**config.mk**
```make
export PLATFORM = sky130hd
export DESIGN_NAME = blackjack_timer
export DESIGN_NICKNAME = d
export VERILOG_FILES = /design/src/rtl/blackjack_timer.sv
export SDC_FILE = /design/constraint.sdc
export NUM_CORES = 1
export LEC_CHECK = 0
export CORE_ASPECT_RATIO = 1.5
export CORE_MARGIN = 3
export CORE_UTILIZATION = 56
export DETAILED_ROUTE_END_ITERATION = 7
export PLACE_DENSITY = 0.89
export SYNTH_ARGS = -nofsm -noshare
export SYNTH_HDL_FRONTEND = slang
export SYNTH_SLANG_ARGS = --single-unit
```
**constraint.sdc**
```tcl
create_clock -name clk_50M -period 3.7 [get_ports clk_50M]
set_input_delay 0.74 -clock clk_50M [delete_from_list [all_inputs] [get_ports clk_50M]]
set_output_delay 0.74 -clock clk_50M [all_outputs]
set_load 0.005 [all_outputs]
```
**src/rtl/blackjack_timer.sv**
```systemverilog
// Multi-mode timer/counter for the BlackJack datapath.
// A prescaler on clk_50M produces a one-cycle tick every DIV cycles. The count
// register is shared by three modes: a free-running seed counter, a one-shot
// timer with a live terminal count, and a periodic event generator.
module blackjack_timer #(
  parameter int WIDTH = 12,
  parameter int DIV   = 25000
) (
  input  logic             clk_50M,
  input  logic             i_RstCounter,
  input  logic             i_Clear,
  input  logic [1:0]       i_Mode,
  input  logic [WIDTH-1:0] i_Terminal,
  output logic [WIDTH-1:0] o_Count,
  output logic             o_Tick,
  output logic             o_Done,
  output logic             o_DonePulse,
  output logic             o_Busy
);

  localparam int PW = (DIV > 2) ? $clog2(DIV) : 1;
  localparam logic [PW-1:0] PRESC_LAST = PW'(DIV - 1);

  typedef enum logic [1:0] {
    MODE_HOLD     = 2'b00,
    MODE_SEED     = 2'b01,
    MODE_ONESHOT  = 2'b10,
    MODE_PERIODIC = 2'b11
  } mode_e;

  logic [PW-1:0] presc;
  mode_e         mode_q;
  mode_e         mode_in;
  logic          mode_change;
  logic [WIDTH:0] count_inc;   // one bit wider so the terminal match cannot alias on wrap

  assign mode_in     = mode_e'(i_Mode);
  assign mode_change = (mode_in != mode_q);
  assign count_inc   = {1'b0, o_Count} + (WIDTH+1)'(1);

  // Tick and busy are decoded straight from registered state and the live mode.
  assign o_Tick = (presc == PRESC_LAST);
  assign o_Busy = (mode_in == MODE_ONESHOT) & ~o_Done;

  // Prescaler, mode history, count and flags; clear outranks every mode action.
  // NOTE: all state here is sequential, so every assignment is non-blocking;
  // blocking assignments would let later statements see this edge's new values.
  always_ff @(posedge clk_50M or posedge i_RstCounter) begin
    if (i_RstCounter) begin
      presc       <= '0;
      mode_q      <= MODE_HOLD;
      o_Count     <= '0;
      o_Done      <= 1'b0;
      o_DonePulse <= 1'b0;
    end else begin
      mode_q <= mode_in;
      if (i_Clear) begin
        presc       <= '0;
        o_Count     <= '0;
        o_Done      <= 1'b0;
        o_DonePulse <= 1'b0;
      end else begin
        presc       <= o_Tick ? '0 : presc + PW'(1);
        o_DonePulse <= 1'b0;
        if (mode_change) begin
          // A new mode starts without a stale done flag and without counting.
          o_Done <= 1'b0;
        end else begin
          case (mode_in)
            MODE_SEED: begin
              o_Count <= o_Count + WIDTH'(1);
            end
            MODE_ONESHOT: begin
              if (o_Tick && !o_Done) begin
                if (o_Count >= i_Terminal) begin
                  // Terminal already passed (lowered, or leftover seed value).
                  o_Done      <= 1'b1;
                  o_DonePulse <= 1'b1;
                end else if (count_inc == {1'b0, i_Terminal}) begin
                  o_Count     <= i_Terminal;
                  o_Done      <= 1'b1;
                  o_DonePulse <= 1'b1;
                end else begin
                  o_Count <= count_inc[WIDTH-1:0];
                end
              end
            end
            MODE_PERIODIC: begin
              if (o_Tick) begin
                if (o_Count >= i_Terminal) begin
                  o_Count     <= '0;
                  o_Done      <= 1'b1;
                  o_DonePulse <= 1'b1;
                end else begin
                  o_Count <= count_inc[WIDTH-1:0];
                end
              end
            end
            default: ;  // hold: count and done frozen
          endcase
        end
      end
    end
  end

endmodule

```
# Word level (Yosys, flattened, before mapping)
# Cells that the tools add are included.
dict set report totals {
  in_bits 17
  wordCells 57
  out_inout_bits 16
  register_bits 31
}
dict set report classes {
  mux 26
  magnitude_cmp 1
  n_eq_ne 14
  bitwise 2
  n_reduce_logical 6
  n_addsub 3
}
# operator n
set ops {}
lappend ops {{$mux 12} 7}
lappend ops {{$pmux 12 s3} 1}
lappend ops {{$mux 15} 2}
lappend ops {{$add 15x1->15 const B} 1}
lappend ops {{$eq 15x15->1 const B} 1}
lappend ops {{$mux 1} 14}
lappend ops {{$add 12x1->13 const B} 1}
lappend ops {{$eq 13x12->1} 1}
lappend ops {{$add 12x1->12 const B} 1}
lappend ops {{$ge 12x12->1} 1}
lappend ops {{$reduce_and 5->1} 2}
lappend ops {{$ne 4x4->1 const B} 2}
lappend ops {{$reduce_bool 4->1} 2}
lappend ops {{$ne 3x3->1 const B} 2}
lappend ops {{$ne 5x3->1 const B} 1}
lappend ops {{$eq 2x2->1 const B} 2}
lappend ops {{$ne 4x3->1 const B} 1}
lappend ops {{$pmux 1 s2} 2}
lappend ops {{$ne 3x2->1 const B} 1}
lappend ops {{$eq 2x1->1 const B} 1}
lappend ops {{$ne 2x2->1} 1}
lappend ops {{$ne 2x2->1 const B} 1}
lappend ops {{$and 1x1->1} 1}
lappend ops {{$logic_and 1x1->1} 1}
lappend ops {{other kinds (2)} 2}

# Logic depth before layout (Yosys ltp)
# Gate-level depths: netlist of the first run.
dict set report depth {
  depth_word 8
  mapped_depth 11
  depth_no_buf 10
}

# Worst setup path before layout of the first run
# Ideal clock, no wire load.
dict set report synth_timing {
  path_kind {input-to-reg}
  startpoint {input port i_Terminal[0]}
  endpoint {register o_Count[1]}
  arrival_time_ps 2911
  slack_ps 653
  setup_ps 136
  path_buffers 1
  stages 10
  required_ps 3564
  path_cell_list {ha_1 > nand2b_1 > a2111oi_0 > nor3_1 > o31ai_2 > a41o_1 > o21ai_0 > clkbuf_1 > a221oi_1 > nor3_1}
}
dict set report synth_between {
  elab_chain_cells 7
  word_cells_on_any_way 12
  cone_classes {order compare: 1; eq/ne: 2; mux: 8; reduce/logical: 1}
}
# element line_no
set synth_lines {}
lappend synth_lines {{start: declaration} 13} ;# input logic [WIDTH-1:0] i_Terminal,
lappend synth_lines {{branches (longest 7 deep; another with $ge 12x12->1)} n/a}
lappend synth_lines {{end signal: assignment} 71} ;# o_Count <= o_Count + WIDTH'(1);
lappend synth_lines {{end signal: assignment} 80} ;# o_Count <= i_Terminal;
lappend synth_lines {{end signal: assignment} 84} ;# o_Count <= count_inc[WIDTH-1:0];
lappend synth_lines {{end: declaration} 14} ;# output logic [WIDTH-1:0] o_Count,
# Several ways; the timed one is not identified. The select of a mux whose other input is x is not followed.
# A chain may end at the register's enable or synchronous reset.

# Worst setup path after layout of the first run
dict set report layout_timing {
  startpoint {input port i_Terminal[0]}
  endpoint {register o_Count[7]}
}
# The elaborated chain is that of the path after synthesis.

==> metrics.cfg, run 1 <==
[synth]
ys_top_cells_by_area = dfrtp_1 (31%), ha_1 (7.0%), xor2_1 (6.3%)
syn_area_per_cell_sq_um = 8.423
synth_edf_count = 0
synth_top_area_share_pct = 31.22
synth_fp_nets = 326
ys_seq_elements = 31
yosysSeqAreaShare_pct = 31.22
synthesis.instances = 295
synth_common_cells = dfrtp_1 (31), o21ai_0 (25), nor2_1 (23), inv_1 (18), xor2_1 (18)
synth.most_common_cell = dfrtp_1
ys_async_sr_fraction_pct = 100.0
synth-main-ff-cell = dfrtp_1
synth_top_area_cell = dfrtp_1
syn-cell-area_sq_mm = 0.002485
ys_warn_count = 0
synth_cell_types = 56

[timing]
period_share_pct = 91.38
worstMarginPinSlew_ns = 0.4661
fin_ws_ns = 0.3190
hold_slack_ns = 0.5411
maxSlewHeadroom_pct = 68.12
fmax_mhz = 295.8
finalHoldViolations = 0
finalSetupViolCount = 0
min_period_ns = 3.381
rsz0062_at_grt = no
skew_ns = 0.008008
finalSetupTns_ns = 0
slew_viol_final = 0

[final_layout]
fin_util_pct = 69.79
syn_to_final_growth_pct = 19.23
drive_above_1_share_pct = 9.366
fin_area_sq_mm = 0.002963
antenna_cells = 0
nFillCells = 333
fin_cells = 377
layout.nets = 362

[clocking]
clk_transition_reported_paths_ns = 0.07
clockRootBuffer = clkbuf_8
post-cts-setup-buffer-count = 0
cts_hold_buf = 0
cts_tree = built
cts_buffers = 5
clockBufferDepth = 2
htree_num_levels = 2
clock-sinks = 31
clock_latency_ns = 0.28

[critical_path]
startpoint_type = input pin
cp_slowest_stage_delay_ns = 0.49
crit_arrival_ns = 3.59
crit_type = input pin to flop
crit_required_ns = 3.91
end_kind = flop
crit_chain = clkdlybuf4s50_1 > ha_1 > nand2b_1 > a2111oi_0 > nor3_1 > o31ai_2 > buf_4 > o32ai_4 > a2111oi_1 > o21ai_0 > a21oi_1
crit_family = compound AO/OA/AOI/OAI gates
slowest_stage = a2111oi_0
path_max_fanout = 7
crit_cells = 11
reg2reg_slack_ns = 0.53
rr_worst_depth = 10
critPathBufInv = 2

[routing]
first_pass_iters = 5
avgRoutedWirePerCell_microns = 16.84
drc = 0
via_count = 2410
avgViaCountPerCell = 6.393
drtIter0Drc = 139
wl_met1_mm = 2.501
met3_wirelength_microns = 303
highest_layer = met4
wl_met2_mm = 3.355
wl_mm = 6.347
antenna_left = 0

[power_and_ir_drop]
power.density_mw_per_mm2 = 272.9
power.leakage_nw = 1.275
p_total_mw = 0.8084
vdd_drop_max_mv = 0.3382

[grt]
grt_pass1_vias = 2522
grt_first_pass_wirelength_mm = 11.00
grt.overflow.total = 0
grt_usage_pct = 27.08
grt_max_degree = 32
antenna_found_initial = 0

[floorplanning]
initial_core_util_pct = 58.53
ios = 33
fp.dieW_microns = 60.39
rows = 29
die_area_sq_mm = 0.005289
die_h_microns = 87.59
core_area_sq_mm = 0.004245

[status]
outcome = finished clean

[place]
dpl_worst_slack_ns = 0.03966
place_inst = 370
dpl.hpwl_mm = 4.753
place_area_sq_mm = 0.002874
gp_congestion = 0.9225
port_buffers = 32

[job]
cap_violations = 0

[worst_hold_path]
hold_depth = 1
hold_class = flop to flop

-- worst register-to-register path: stages (launching register included) --
cell and delay [ns]:
dfrtp_1 0.53, ha_1 0.44, and4_1 0.42, and4_1 0.25
o22ai_1 0.08, a22o_1 0.28, o32ai_4 0.34, buf_4 0.21
nand2_4 0.07, and4_4 0.19, a221o_1 0.25
-- layout by cell type (no fill, tap or decap), types with 2 or more instances in the layout --
cell and instances:
o21a_1 3, a211oi_1 5, a21boi_0 6, or2_2 2, nor3_1 5, a211o_1 3
a22oi_1 2, or4_1 2, xnor2_1 7, o21ai_0 25, a2111oi_0 2, clkbuf_8 6
clkdlybuf4s50_1 32, and4_1 2, xor2_1 18, nor2_1 23, nand3_1 15, or3_1 6
a21oi_1 14, nand2_1 17, o211ai_1 2, dfrtp_1 31, o22ai_1 2, ha_1 14
nand4_1 7, nand2b_1 3, and3_1 9, buf_4 10, o31ai_1 4, inv_1 18
nor4_1 4, o32ai_1 2, nor2b_1 5
-- cells by family after synthesis --
kind of cell               after synthesis  synth area share (%)
DFF                                     31                 31.22
adders and majority gates               14                 7.049
AOI/OAI and AO/OA                       84                 23.62
xor gates and xnor gates                25                 8.812
and+or+nand+nor                        110                 24.02
buffers and inverters                   31                 5.287
-- per-layer routing --
metal  GRT usage (%)  vias up
met5               0        -
met4           14.31        0
met3           4.867       19
met2           46.46       84
met1           31.20     1154
li1                -     1153
-- state kept, by name, summed over array words and instances, names as in the netlist --
| name | count |
|---|---|
| o_Done | 1 |
| presc | 15 |
| o_DonePulse | 1 |
| mode_q | 2 |
| o_Count | 12 |
-- power breakdown --
group | total [mW] | switching [mW] | internal, mW
clock network | 0.265 | 0.119 | 0.146
registers | 0.376 | 0.0261 | 0.350
logic | 0.168 | 0.0860 | 0.0818
total | 0.808 | 0.231 | 0.577
-- cell type report --
| class | count | area (sq um) | share of cell area (%) |
|---|---|---|---|
| tap | 46 | 57.56 | 1.943 |
| sequential | 31 | 775.7 | 26.18 |
| clock inverter | 1 | 5.005 | 0.1689 |
| timing repair buffer | 42 | 395.4 | 13.34 |
| clock buffer | 6 | 82.58 | 2.787 |
| multi-input combinational | 233 | 1579 | 53.29 |
| inverter | 18 | 67.56 | 2.280 |
-- final timing paths --
kind / startpoint / to
max in group asynchronous: i_RstCounter / o_Done
worst max register to register: o_Count[1] / o_Count[4]
worst min-delay path: presc[0] / presc[0]
worst min register to register: presc[0] / presc[0]
worst max-delay path: i_Terminal[0] / o_Count[7]
min in group asynchronous: i_RstCounter / o_Count[11]
-- what timing repair did --
item                       4_1_cts  5_1_grt
setup endpoints to repair        0        1
hold endpoints to repair         0        0
resized for setup                0        1
Power figures use the tool's default switching activity.
==> run 2: changes to the inputs <==
--- a/config.mk
+++ b/config.mk
@@ -10,6 +10,7 @@
 export CORE_UTILIZATION = 56
 export DETAILED_ROUTE_END_ITERATION = 7
 export PLACE_DENSITY = 0.89
+export SKIP_CTS_REPAIR_TIMING = 1
 export SYNTH_ARGS = -nofsm -noshare
 export SYNTH_HDL_FRONTEND = slang
 export SYNTH_SLANG_ARGS = --single-unit
==> results of run 2 <==
The final DEF is identical to that of run 1; final timing and power are the same.
